===== config.mk =====
export PLATFORM = sky130hd
export DESIGN_NAME = rr_priority_arbiter
export DESIGN_NICKNAME = d
export VERILOG_FILES = /design/src/rtl/rr_priority_arbiter.sv
export SDC_FILE = /design/constraint.sdc
export NUM_CORES = 1
export LEC_CHECK = 0
export ABC_AREA = 1
export BUFFER_PORTS_ARGS = -buffer_cell sky130_fd_sc_hd__buf_2
export CAP_MARGIN = 25
export CORE_ASPECT_RATIO = 0.8
export CORE_UTILIZATION = 58
export CTS_CLUSTER_SIZE = 12
export DETAILED_ROUTE_END_ITERATION = 7
export GPL_TIMING_DRIVEN = 0
export PLACE_DENSITY = 0.86
export SLEW_MARGIN = 20
export SYNTH_ARGS = -nofsm -noshare
export SYNTH_HDL_FRONTEND = slang
export SYNTH_SLANG_ARGS = --single-unit

===== constraint.sdc =====
create_clock -name clk -period 3.45 [get_ports clk]
set_input_delay 0.1725 -clock clk [delete_from_list [all_inputs] [get_ports clk]]
set_output_delay 0.1725 -clock clk [all_outputs]
set_load 0.01 [all_outputs]

===== src/rtl/rr_priority_arbiter.sv =====
// Registered N-requester arbiter, fixed-priority (MSB wins) or round-robin, presenting one grant
// at a time under a valid/ready handshake with no withdrawal while held.
module rr_priority_arbiter #(
  parameter int unsigned N = 8,
  localparam int unsigned W = $clog2(N)
) (
  input  logic         clk,
  input  logic         rst,
  input  logic [N-1:0] req,
  input  logic         mode,
  input  logic         gnt_ready,
  output logic         gnt_valid,
  output logic [N-1:0] gnt_onehot,
  output logic [W-1:0] gnt_idx
);

  logic         valid_q;
  logic [N-1:0] onehot_q;
  logic [W-1:0] idx_q;
  logic [W-1:0] ptr_q, ptr_d;

  logic         accept;
  logic         win_found;
  logic [W-1:0] win_idx;
  logic [N-1:0] win_onehot;
  logic [W:0]   scan;

  assign accept = valid_q & gnt_ready;

  // Round-robin arbitration on accept already uses the advanced pointer, so grants stay back-to-back.
  always_comb begin
    ptr_d = ptr_q;
    if (accept && mode) begin
      ptr_d = (idx_q == W'(N - 1)) ? '0 : idx_q + 1'b1;
    end
  end

  always_comb begin
    win_found  = 1'b0;
    win_idx    = '0;
    win_onehot = '0;
    scan       = '0;
    if (!mode) begin
      for (int unsigned i = 0; i < N; i++) begin
        if (req[i]) begin
          win_found = 1'b1;
          win_idx   = W'(i);
        end
      end
    end else begin
      for (int unsigned off = 0; off < N; off++) begin
        scan = {1'b0, ptr_d} + (W + 1)'(off);
        if (scan >= (W + 1)'(N)) begin
          scan = scan - (W + 1)'(N);
        end
        if (!win_found && req[scan[W-1:0]]) begin
          win_found = 1'b1;
          win_idx   = scan[W-1:0];
        end
      end
    end
    for (int unsigned i = 0; i < N; i++) begin
      win_onehot[i] = win_found && (win_idx == W'(i));
    end
  end

  always_ff @(posedge clk) begin
    if (rst) begin
      valid_q  <= 1'b0;
      onehot_q <= '0;
      idx_q    <= '0;
      ptr_q    <= '0;
    end else begin
      if (!valid_q || gnt_ready) begin
        valid_q  <= win_found;
        onehot_q <= win_onehot;
        idx_q    <= win_idx;
      end
      ptr_q <= ptr_d;
    end
  end

  assign gnt_valid  = valid_q;
  assign gnt_onehot = onehot_q;
  assign gnt_idx    = idx_q;

endmodule


[Word level (Yosys, flattened, before mapping)]
Cells that the tools add are included.
Widths: inputs -> output; s select.
Word-level totals
  output and inout bits: 12
  input port bits: 12
  bits in registers: 15
Cells by class
  multiplexer cells: 74
  eq/ne operators: 8
  bitwise gates (word level): 1
  add/sub/neg operators: 16
  reduce and logical (&&, ||, !) cells: 26
  $lt $le $gt $ge: 16
Operator list (number)
  $mux 3: 33
  $mux 1: 33
  $lt 3x4->1 const B: 8
  $ge 4x4->1 const B: 7
  $bmux 1 s3: 8
  $sub 3x1->3 const B: 8
  $add 3x3->4 const B: 4
  $logic_and 1x1->1: 16
  $eq 3x3->1 const B: 5
  $add 3x2->4 const B: 2
  $logic_not 1->1: 8
  $eq 3x2->1 const B: 2
  $add 3x1->4 const B: 1
  $ge 3x4->1 const B: 1
  $add 3x1->3 const B: 1
  $eq 3x1->1 const B: 1
  $logic_not 3->1: 1
  $and 1x1->1: 1
  $logic_or 1x1->1: 1

[Depth between registers and ports, before layout]
  word-level depth: 40
  gate-level depth with buffers: 23

[Worst setup path before layout]
Ideal clock, no wire load.
  path kind: flip-flop to flip-flop
  from: register idx_q[0], in the netlist gnt_idx[0]
  to: register onehot_q[3], in the netlist gnt_onehot[3]
  buffers on the path: 1
  setup slack: 0.509 ns
  cell stages (with the launch flop): 24
  arrival: 2.873 ns
  cells stage by stage: dfxtp_1 -> ha_1 -> ha_1 -> nor2_1 -> inv_1 -> nand2_4 -> nand2_4 -> buf_8 -> ha_1 -> inv_1 -> nand3_1 -> nand2_1 -> nand2_1 -> nand2_1 -> inv_2 -> nor2_4 -> nand4_1 -> nor2_1 -> nor2_1 -> nor2_2 -> nor2_2 -> nor2_2 -> nand2_1 -> a21oi_2
Between the ends
  cells in the longest elaborated chain, start to end: 40
  elaborated cells between the ends (all ways): 100
  classes of those cells: add/sub (16); order compare (8); eq/ne (2); mux (59); reduce/logical (15)
Ends and longest elaborated chain
  start, declared: line 19  | logic [W-1:0] idx_q;
  start signal, assigned: line 77  | idx_q <= win_idx;
  $add 3x1->3 or $eq 3x3->1 (tied branches): line 34  | ptr_d = (idx_q == W'(N - 1)) ? '0 : idx_q + 1'b1;
  $mux 3 (*): line 34
  $mux 3 (*): line 33  | if (accept && mode) begin
  branches (longest 36 deep; another with $add 3x1->4)
  $logic_and 1x1->1 (*): line 63  | win_onehot[i] = win_found && (win_idx == W'(i));
  end signal, assigned: line 76  | onehot_q <= win_onehot;
  end, declared: line 18  | logic [N-1:0] onehot_q;
Every way passes the cells marked *. The select of a mux whose other input is x is not followed.
A chain may end at the register's enable or synchronous reset.

[Final worst setup path]
Same ends and word-level chain as after synthesis.

==> flow_metrics.py <==
metrics = {
    "finish": {
        "antennaDiodeCount": 0,
        "area.sequential_um2": 301.5,
        "drive_above_1_share": 0.2635,
        "area_growth_pct": 13.84,
        "multi_input_area_um2": 1277,
        "fill_cells": 250,
        "final_core_util": 0.7054,
        "final_nets": 332,
    },
    "clock_network": {
        "clkTransAtPathRegs_ps": 60,
        "clockBufferDepth": 2,
        "clockRootBuffer": "clkbuf_8",
        "cts_buffers": 3,
        "cts_hold_buf": 0,
        "tritoncts": "built",
        "clock-sinks": 15,
        "cts_max_level": 1,
        "insertion_delay_ps": 250,
    },
    "floorplanning": {
        "core_um2": 2786,
        "die_x_um": 63,
        "rows": 17,
        "ioPinCount": 24,
        "die_h_um": 50.80,
        "start_util": 0.6197,
        "dieArea_um2": 3200,
    },
    "pwr": {
        "p_leak_nw": 1.004,
        "vdd_ir_drop_max_v": 0.0003022,
        "powerDensity_nw_per_um2": 381.1,
    },
    "timing": {
        "worstMarginPinSlew_ps": 497.7,
        "fin_crit_sh": 0.9222,
        "drv_slew": 0,
        "finalCriticalPeriod_ps": 3182,
        "clock.fmax_mhz": 314.3,
        "slew_headroom": 0.6682,
        "whs_ps": 122.3,
        "finalClockSkew_ps": 2.217,
        "hold_viol": 0,
        "setup_violations": 0,
    },
    "hold_path": {
        "min_path_type": "primary input to register",
        "hold_path_depth": 2,
    },
    "route": {
        "route.detailed.drc": 0,
        "vias": 2002,
        "wl_per_cell_um": 13.22,
        "drtAntennaViolNets": 0,
        "via_per_inst": 5.671,
        "drt-initial-drc-count": 195,
        "drt_wl_total_mm": 4.667,
        "dr.pass1.iters": 5,
    },
    "place": {
        "dpl.hpwl_mm": 3.667,
        "port_buffers": 22,
        "place_congestion": 0.9402,
    },
    "run_status": {
        "status": "complete, no violations",
    },
    "global_route": {
        "grt-ovfl-total": 0,
        "grt_max_degree": 11,
        "grt_pass1_wl_mm": 7.500,
        "antenna_found_initial": 0,
        "grt_pass1_vias": 1689,
        "grt_use_total": 0.2986,
    },
    "critical_path": {
        "path_cells": "ha_1, ha_1, nor2_4, inv_1, nand2_4, nand2_4, buf_8, ha_1, inv_2, nand3_1, nand2_1, nand2_1, nand2_1, inv_2, nor2_4, nand4_1, nor2_1, nor2_1, nor2_2, nor2_2, nor2_2, nand2_1, a21oi_2",
        "crit_arrival_ps": 3370,
        "cp_max_fo": 10,
        "startpoint_type": "register",
        "max_stage_delay_ps": 350,
        "rr_worst_depth": 23,
        "worstPathRequired_ps": 3630,
        "path_class": "register to register",
        "crit_top_cell": "nand2_1",
        "crit_slowest_cell": "dfxtp_2",
        "end_kind": "register",
    },
    "logic_synthesis": {
        "synthesis.area_um2": 1727,
        "netlist_instances": 287,
        "synth_area_leader_cell": "nand2_1",
        "avgSynthCellArea_um2": 6.016,
        "syn_nets": 303,
        "yosys.cell_count.top_type": "nand2_1",
        "ys_seq_area_frac": 0.1739,
        "synthArstFlopShare": 0,
        "ys.flop_type": "dfxtp_1",
        "ys_seq_elements": 15,
        "ys.warnings.count": 0,
        "ys_types": 31,
        "yosys-top-cells-count": "nand2_1 (82), nand3_1 (55), inv_1 (28)",
        "synth_area_leaders": "nand2_1 (18%), dfxtp_1 (17%), nand3_1 (16%)",
        "yosys.area.top_type_share": 0.1783,
        "synth_edf_count": 0,
    },
    "job": {
        "cap_violations": 0,
    },
}
worst paths after layout:
path                 start  slack [ps]       endpoint
max             gnt_idx[0]         270  gnt_onehot[3]
min reg2reg  gnt_onehot[7]         460  gnt_onehot[7]
min                    rst         120  gnt_onehot[1]
max reg2reg     gnt_idx[0]         270  gnt_onehot[3]
timing repair:
action	in CTS	in global routing
endpoints found under the setup margin	0	10
gates resized for setup	0	8
setup buffers	0	2
worst max-delay path, delay by kind of cell, from the launching register on:
family / cells / cell delay, ps
simple gates: 15 / 1510
compound gates: 1 / 120
fa+ha+maj: 3 / 760
flops: 1 / 350
buf+inv: 4 / 390
logic make-up (layout without fill, tap and decap cells):
| group | after synthesis | after routing | synth area share |
|---|---|---|---|
| compound gates | 32 | 32 | 0.1145 |
| fa+ha+maj | 4 | 4 | 0.02899 |
| buf+inv | 38 | 66 | 0.09781 |
| flops | 15 | 15 | 0.1739 |
| simple gates | 198 | 198 | 0.5848 |
power breakdown:
part	total [mW]	leakage (nW)	switching, mW	internal, mW
Combinational	0.404	0.858	0.271	0.133
Clock	0.145	0.0228	0.0631	0.0818
Sequential	0.200	0.123	0.0114	0.188
Total	0.749	1.00	0.346	0.403
metrics by stage:
step | power [mW] | setup TNS [ps] | std cells | cell area [µm²] | setup WS (ps)
2_1_floorplan | 0.4989 | 0 | 287 | 1727 | 509.5
3_3_place_gp | 0.5789 | 0 | 347 | 1884 | 197.3
3_5_place_dp | 0.5865 | 0 | 347 | 1884 | 127.1
4_1_cts | 0.7285 | 0 | 351 | 1929 | 87.39
5_1_grt | 0.7982 | -5.020 | 353 | 1966 | -5.020
6_report | 0.7491 | 0 | 353 | 1966 | 268.3
placed cells by master (no fill, tap or decap), drive strengths merged:
| master | n |
|---|---|
| nand2 | 102 |
| nor2 | 25 |
| o21ai | 12 |
| ha | 4 |
| o211ai | 1 |
| a22oi | 1 |
| inv | 32 |
| nor4 | 1 |
| a21boi | 1 |
| clkbuf | 5 |
| buf | 28 |
| a21oi | 16 |
| or2 | 1 |
| o221ai | 1 |
| dfxtp | 15 |
| clkinv | 1 |
| nand4 | 9 |
| nand3 | 60 |
cell type report:
| cell class | count | area share |
|---|---|---|
| Sequential cell | 15 | 0.1534 |
| Inverter | 33 | 0.06302 |
| Timing Repair Buffer | 24 | 0.06365 |
| Clock buffer | 4 | 0.02292 |
| Tap cell | 38 | 0.02419 |
| Buffer | 5 | 0.02292 |
| Multi-Input combinational cell | 234 | 0.6499 |
sequential cells by signal, indices dropped and copies added, names as in the netlist:
name and cells:
ptr_q 3, gnt_valid 1, gnt_idx 3, gnt_onehot 8
layer usage:
layer,wire length [µm],vias to the layer above,track usage,share of wire
met1,2187,874,0.4264,0.47
met4,45,0,0.06589,0.0096
met2,2011,107,0.4659,0.43
li1,-,1011,-,-
met3,423,10,0.04773,0.091
met5,0,-,0,0
(Power assumes the default switching activity.)
